### src/rtl/dat_mem_p.sv
// Parametrised data RAM with registered read, write-first forwarding and a
// post-reset clear sequencer that writes CLR_VAL into every word.
//
// state | meaning
// CLEAR | sequencer walks ptr over the whole array writing CLR_VAL; requests refused
// READY | normal load/store service
module dat_mem_p #(
  parameter int unsigned      DW      = 8,
  parameter int unsigned      AW      = 8,
  parameter logic [DW-1:0]    CLR_VAL = '0
) (
  input  logic          clk,
  input  logic          rst_n,
  input  logic          wr_en_i,
  input  logic          rd_en_i,
  input  logic [AW-1:0] addr_i,
  input  logic [DW-1:0] dat_in_i,
  output logic [DW-1:0] dat_out_o,
  output logic          rd_valid_o,
  output logic          busy_o,
  output logic          err_o
);

  localparam int unsigned DEPTH = 2 ** AW;

  typedef enum logic {
    CLEAR = 1'b0,
    READY = 1'b1
  } state_t;

  state_t        state_q;
  logic [AW-1:0] ptr_q;
  logic [DW-1:0] dat_out_q;
  logic          rd_valid_q;
  logic          busy_q;
  logic          err_q;

  logic [DW-1:0] mem_q [DEPTH];

  logic          mem_we;
  logic [AW-1:0] mem_wa;
  logic [DW-1:0] mem_wd;
  logic          req;

  assign req = wr_en_i | rd_en_i;

  // The sequencer owns the array write port while clearing.
  always_comb begin
    mem_we = 1'b0;
    mem_wa = addr_i;
    mem_wd = dat_in_i;
    if (state_q == CLEAR) begin
      mem_we = 1'b1;
      mem_wa = ptr_q;
      mem_wd = CLR_VAL;
    end else if (wr_en_i) begin
      mem_we = 1'b1;
    end
  end

  // Array storage carries no reset; the clear sequence initialises it.
  always_ff @(posedge clk) begin
    if (mem_we) begin
      mem_q[mem_wa] <= mem_wd;
    end
  end

  always_ff @(posedge clk or negedge rst_n) begin
    if (!rst_n) begin
      state_q    <= CLEAR;
      ptr_q      <= '0;
      dat_out_q  <= '0;
      rd_valid_q <= 1'b0;
      busy_q     <= 1'b1;
      err_q      <= 1'b0;
    end else begin
      case (state_q)
        CLEAR: begin
          rd_valid_q <= 1'b0;
          err_q      <= req;
          ptr_q      <= ptr_q + AW'(1);
          if (ptr_q == {AW{1'b1}}) begin
            state_q <= READY;
            busy_q  <= 1'b0;
          end
        end
        READY: begin
          err_q      <= 1'b0;
          busy_q     <= 1'b0;
          rd_valid_q <= rd_en_i;
          if (rd_en_i) begin
            dat_out_q <= wr_en_i ? dat_in_i : mem_q[addr_i];
          end
        end
        default: begin
          state_q <= CLEAR;
          ptr_q   <= '0;
          busy_q  <= 1'b1;
        end
      endcase
    end
  end

  assign dat_out_o  = dat_out_q;
  assign rd_valid_o = rd_valid_q;
  assign busy_o     = busy_q;
  assign err_o      = err_q;

endmodule

### config.mk
export PLATFORM = sky130hd
export DESIGN_NAME = dat_mem_p
export DESIGN_NICKNAME = d
export VERILOG_FILES = /design/src/rtl/dat_mem_p.sv
export SDC_FILE = /design/constraint.sdc
export NUM_CORES = 2
export LEC_CHECK = 0
export BUFFER_PORTS_ARGS = -buffer_cell sky130_fd_sc_hd__buf_2
export CAP_MARGIN = 20
export CORE_ASPECT_RATIO = 1.1
export CORE_MARGIN = 2
export CORE_UTILIZATION = 55
export DETAILED_ROUTE_END_ITERATION = 8
export PLACE_DENSITY = 0.71
export SETUP_SLACK_MARGIN = 0.2
export SYNTH_ARGS = -nofsm -noshare
export SYNTH_HDL_FRONTEND = slang
export SYNTH_SLANG_ARGS = --single-unit
### constraint.sdc
create_clock -name clk -period 8.08 [get_ports clk]
set_input_delay 1.616 -clock clk [delete_from_list [all_inputs] [get_ports clk]]
set_output_delay 1.616 -clock clk [all_outputs]
set_load 0.03 [all_outputs]
Word-level counts from Yosys, hierarchy flattened
Memories as Yosys holds them, arrays and structs flattened. A register that Yosys moved wholly into a read port is not among the register bits.
Cells that the tools add are included.
{"block": "totals", "ff_bits": 12, "mem_bits_rw": 2048, "inputBits": 20, "out_inout_bits": 11, "elab_cells": 25, "memories": 1}
{"memory": "mem_q", "words": 256, "width": 8, "rd": 1, "rd_ports_with_merged_regs": 1, "wr": 1, "line": "38", "source": "logic [DW-1:0] mem_q [DEPTH];"}
{"block": "op_classes", "addsub": 1, "n_eq_ne": 2, "mux": 12, "n_bitwise": 2, "n_reduce_logical": 2}
{"operator": "$mux W8", "n": 2}
{"operator": "$add A8 B1 Y8 const B", "n": 1}
{"operator": "$eq A8 B8 Y1 const B", "n": 1}
{"operator": "$mux W1", "n": 7}
{"operator": "$pmux W1 S2", "n": 3}
{"operator": "$ne A2 B1 Y1 const B", "n": 1}
{"operator": "$reduce_and A2 Y1", "n": 1}
{"operator": "$logic_not A1 Y1", "n": 1}
{"operator": "$not A1 Y1", "n": 1}
{"operator": "$or A1 B1 Y1", "n": 1}

Depth between registers and ports, before layout
{"block": "logic_depth", "word_depth": 4, "mapped_depth": 11, "ltp_nobuf": 6}

Worst setup path after synthesis
No wires, ideal clock.
{"block": "synth_path", "kind": "in2reg", "start": "in dat_in_i[6]", "end": "mem mem_q[0][6], data pin", "setup_time_ns": 0.868, "arrival_ns": 4.860, "t_required_ns": 7.212, "slack_ns": 2.351, "stages": 1, "n_path_buf": 0, "path_cell_list": "and2_1"}
{"block": "synth_between", "elab_chain_cells": 1}
{"item": "start: declaration", "line": "17", "source": "input logic [DW-1:0] dat_in_i,"}
{"item": "$mux W8", "line": "52", "source": "if (state_q == CLEAR) begin"}
{"item": "end: declaration", "line": "38"}
Every way passes these cells.

==> summary.txt <==
=================================================================================
# hold bufs at CTS                                                              0
Fraction of final layout cells with drive strength greater than 1          22.75%
Clock root buffer                                                    sky130_fd_sc_hd__clkbuf_16
Buffers inserted during post-CTS setup optimization                             0
Post-DRT Antenna Nets                                                           0
Total power density per cell area                                    238.0 nW/um2
Number of flops mapped to enable cells by yosys                              2048
Total track usage                                                          25.96%
Die X-Extent                                                             367.8 um
MaxCap Viol Count                                                               0
Mean instance size in the synthesized netlist                           21.38 um2
RSZ-0062 raised after global routing                                        false
Final TNS setup                                                              0 ns
Hold violation count in the final report                                        0
Number of storage elements in the synthesis netlist                          2068
Floorplan die area                                                     148600 um2
Port bufs                                                                      30
Worst Path Required                                                       8.85 ns
Worst Path Arrival                                                        5.37 ns
Final worst clock skew                                                 0.03002 ns
Iter 0 DRT Violations                                                        5482
Adder-cell area share of the yosys netlist                               0.01563%
Count of warnings emitted by yosys                                              0
Max rail drop VDD                                                        233.5 uV
Vias                                                                        38810
Maximum level of the CTS H-tree                                                 4
Mapped cell area                                                        80070 um2
FF/Latch Area                                                           62000 um2
Top_reg_cell synth                                                   sky130_fd_sc_hd__edfxtp_1
Crit Path Class                                                            in2reg
Period utilisation layout                                                  56.89%
Number of vias per cell after detailed routing                              6.566
Proportion of synthesized area in mux cells                                15.58%
Static Leak                                                              21.98 nW
Syn Nets                                                                     3766
Total number of clock tree sinks                                             2068
Async set-reset flop share out of synthesis                               0.9671%
Core box area                                                          144300 um2
Post-DP HPWL                                                            113700 um
Filler Cell Count                                                            9880
Remaining Overflow, GRT                                                         0
Number of buffers between clock root and the deepest sink                       3
Final Critical Period                                                    4.597 ns
Number of global-route vias before repair                                   38920
Largest net degree at the start of global routing                             233
Drc violations                                                                  0
Chip Height                                                              404.2 um
Result of the run                                                       completed
Max Fclk                                                               0.2175 GHz
Critical path peak fanout                                                      28
Average wire per standard cell                                           32.26 um
Tightest hold margin                                                    0.4959 ns
Count of TritonRoute iterations in the first routing pass                       6
CTS tree                                                                    built
# nets final                                                                 3839
Placement Rows                                                                146
Share of synthesized area occupied by flip-flops and latches               77.44%
Initial Utilization                                                        55.48%
R2R Setup Slk                                                             4.16 ns
Source-to-sink clock delay at the later pin of the worst-skew pair        0.83 ns
Worst slew pin tran                                                      1.206 ns
Global-route wire length before repair                                  276400 um
Area delta synth->final                                                    10.54%
Dominant combinational cell family by area after synthesis           multiplexers
Multi-input logic area                                                  16940 um2
Inserted Clock Buffers                                                        193
Routability Congestion                                                     0.9090
Count of cell types in the netlist                                             52
Simple-gate share of the synthesized area                                  2.721%
Kind of end point of the critical path                                       flop
Max-slew headroom                                                          18.95%
CTS clock-pin slew for the worst setup and hold paths                     0.06 ns
Post-cts gate resize count                                                      0
Sum of routed wire length over all layers                               190700 um
Initial antenna violation count                                                 3
Share of the synthesized area in compound gates (AO/OA/AOI/OAI)            2.732%
Final setup violation count                                                     0
Count of pins over their slew limit                                             0
Xor/xnor share of the synthesized area                                   0.07657%
Type of the most critical hold path                                       reg2reg
Gate count of the mapped netlist                                             3745
Setup crit start kind                                                   input pin
Number of top-level pins                                                       31
=================================================================================
area by class of cell:
cell class / count / share of cell area (%)
diodes: 4 / 0.01131
inverters: 10 / 0.04241
clock buffers: 239 / 5.735
clock inverters: 121 / 1.291
flip-flops and latches: 2068 / 70.05
repair buffers: 97 / 1.009
multi-input cells: 1448 / 19.14
well taps: 1924 / 2.720
through the flow:
step | area [um2] | cells | power (W) | util, % | setup slack, ns
6_report | 88500 | 5911 | 0.02107 | 61.33 | 3.483
5_1_grt | 88490 | 5907 | 0.02156 | 61.32 | 3.499
4_1_cts | 88440 | 5904 | 0.02114 | 61.28 | 3.722
3_3_place_gp | 82190 | 5540 | 0.01229 | 56.95 | 2.821
2_1_floorplan | 80070 | 3745 | 0.01215 | - | 2.351
3_5_place_dp | 82220 | 5544 | 0.01229 | 56.97 | 2.826
routing by layer:
metal	global-route usage [%]	part of all wire, %	wire length (um)
met5	0	0.0068	13
met4	9.495	3.6	6895
met3	6.504	10	19480
met2	40.97	49	92760
met1	35.61	38	71540
synthesized netlist by cell type (6+ instances only):
cell | instances | share of area (%)
sky130_fd_sc_hd__a211oi_1 | 12 | 0.11
sky130_fd_sc_hd__a21oi_1 | 48 | 0.30
sky130_fd_sc_hd__a22oi_1 | 72 | 0.68
sky130_fd_sc_hd__a31o_1 | 7 | 0.077
sky130_fd_sc_hd__and2_1 | 12 | 0.094
sky130_fd_sc_hd__buf_1 | 15 | 0.070
sky130_fd_sc_hd__buf_2 | 67 | 0.42
sky130_fd_sc_hd__buf_4 | 40 | 0.38
sky130_fd_sc_hd__buf_6 | 8 | 0.11
sky130_fd_sc_hd__clkbuf_1 | 89 | 0.42
sky130_fd_sc_hd__dfrtp_1 | 19 | 0.59
sky130_fd_sc_hd__edfxtp_1 | 2048 | 77
sky130_fd_sc_hd__inv_1 | 8 | 0.038
sky130_fd_sc_hd__mux2i_1 | 94 | 1.2
sky130_fd_sc_hd__mux4_2 | 511 | 14
sky130_fd_sc_hd__nand2_1 | 102 | 0.48
sky130_fd_sc_hd__nand2b_1 | 9 | 0.070
sky130_fd_sc_hd__nand3_1 | 34 | 0.21
sky130_fd_sc_hd__nand3b_1 | 7 | 0.066
sky130_fd_sc_hd__nor2_1 | 294 | 1.4
sky130_fd_sc_hd__nor2b_1 | 8 | 0.063
sky130_fd_sc_hd__nor3_1 | 8 | 0.050
sky130_fd_sc_hd__nor4_1 | 11 | 0.086
sky130_fd_sc_hd__o211ai_1 | 7 | 0.066
sky130_fd_sc_hd__o21ai_0 | 21 | 0.13
sky130_fd_sc_hd__o221ai_1 | 16 | 0.18
sky130_fd_sc_hd__o22ai_1 | 95 | 0.74
sky130_fd_sc_hd__o2bb2ai_1 | 7 | 0.077
sky130_fd_sc_hd__o31ai_1 | 9 | 0.084
sky130_fd_sc_hd__or3_1 | 9 | 0.070
sky130_fd_sc_hd__xnor2_1 | 6 | 0.066
report_power, final:
group	internal, W	switching, W
Combinational	0.000158	0.000297
Clock	0.00508	0.00393
Sequential	0.0116	0.000000234
worst max-delay path: stages:
cell,delay [ns]
sky130_fd_sc_hd__buf_2,0.58
sky130_fd_sc_hd__buf_4,0.51
sky130_fd_sc_hd__buf_4,0.33
sky130_fd_sc_hd__nand2_1,0.47
sky130_fd_sc_hd__nor3_1,0.62
sky130_fd_sc_hd__a31oi_1,0.26
sky130_fd_sc_hd__a211oi_1,0.71
sky130_fd_sc_hd__a31o_1,0.23
kinds of logic (layout without fill, tap and decap cells):
logic type,after synthesis,count (layout)
buffers and inverters,229,467
adders and majority gates,1,1
and+or+nand+nor,511,511
AOI/OAI and AO/OA,322,322
DFF,2068,2068
muxes,607,607
xor gates and xnor gates,7,7
other,0,4
cells in the final DEF (no fill, tap or decap), types with 5 or more instances in the layout:
cell / count
sky130_fd_sc_hd__edfxtp_1: 2048
sky130_fd_sc_hd__mux4_2: 511
sky130_fd_sc_hd__nor2_1: 294
sky130_fd_sc_hd__clkbuf_16: 196
sky130_fd_sc_hd__nand2_1: 102
sky130_fd_sc_hd__o22ai_1: 95
sky130_fd_sc_hd__mux2i_1: 94
sky130_fd_sc_hd__a22oi_1: 72
sky130_fd_sc_hd__a21oi_1: 48
sky130_fd_sc_hd__buf_4: 47
sky130_fd_sc_hd__clkinv_1: 42
sky130_fd_sc_hd__clkbuf_1: 42
sky130_fd_sc_hd__clkinv_2: 40
sky130_fd_sc_hd__nand3_1: 34
sky130_fd_sc_hd__buf_2: 29
sky130_fd_sc_hd__o21ai_0: 21
sky130_fd_sc_hd__bufinv_16: 19
sky130_fd_sc_hd__dfrtp_1: 19
sky130_fd_sc_hd__o221ai_1: 16
sky130_fd_sc_hd__buf_12: 15
sky130_fd_sc_hd__a211oi_1: 12
sky130_fd_sc_hd__nor4_1: 11
sky130_fd_sc_hd__nand2b_1: 9
sky130_fd_sc_hd__o31ai_1: 9
sky130_fd_sc_hd__or3_1: 9
sky130_fd_sc_hd__and2_4: 8
sky130_fd_sc_hd__inv_1: 8
sky130_fd_sc_hd__nor3_1: 8
sky130_fd_sc_hd__nand3b_1: 7
sky130_fd_sc_hd__o2bb2ai_1: 7
sky130_fd_sc_hd__o211ai_1: 7
sky130_fd_sc_hd__a31o_1: 7
sky130_fd_sc_hd__nor2b_1: 6
sky130_fd_sc_hd__xnor2_1: 6
sky130_fd_sc_hd__inv_6: 6
sky130_fd_sc_hd__clkinvlp_4: 5
final timing paths:
| path | from | end | depth (start not counted) |
|---|---|---|---|
| min in group asynchronous | rst_n | dat_out_o[1] | 1 |
| hold reg to reg | busy_o | busy_o | 2 |
| setup / recovery | addr_i[4] | dat_out_o[5] | 8 |
| max in group asynchronous | rst_n | ptr_q[1] | 1 |
| setup reg to reg | state_q | mem_q[138][0] | 6 |
| hold / removal | busy_o | busy_o | 2 |
sequential cells by signal, indices dropped and copies added (netlist names):
register,flops
mem_q,2048
dat_out_o,8
rd_valid_o,1
busy_o,1
state_q,1
ptr_q,8
err_o,1
(Power assumes the default switching activity.)
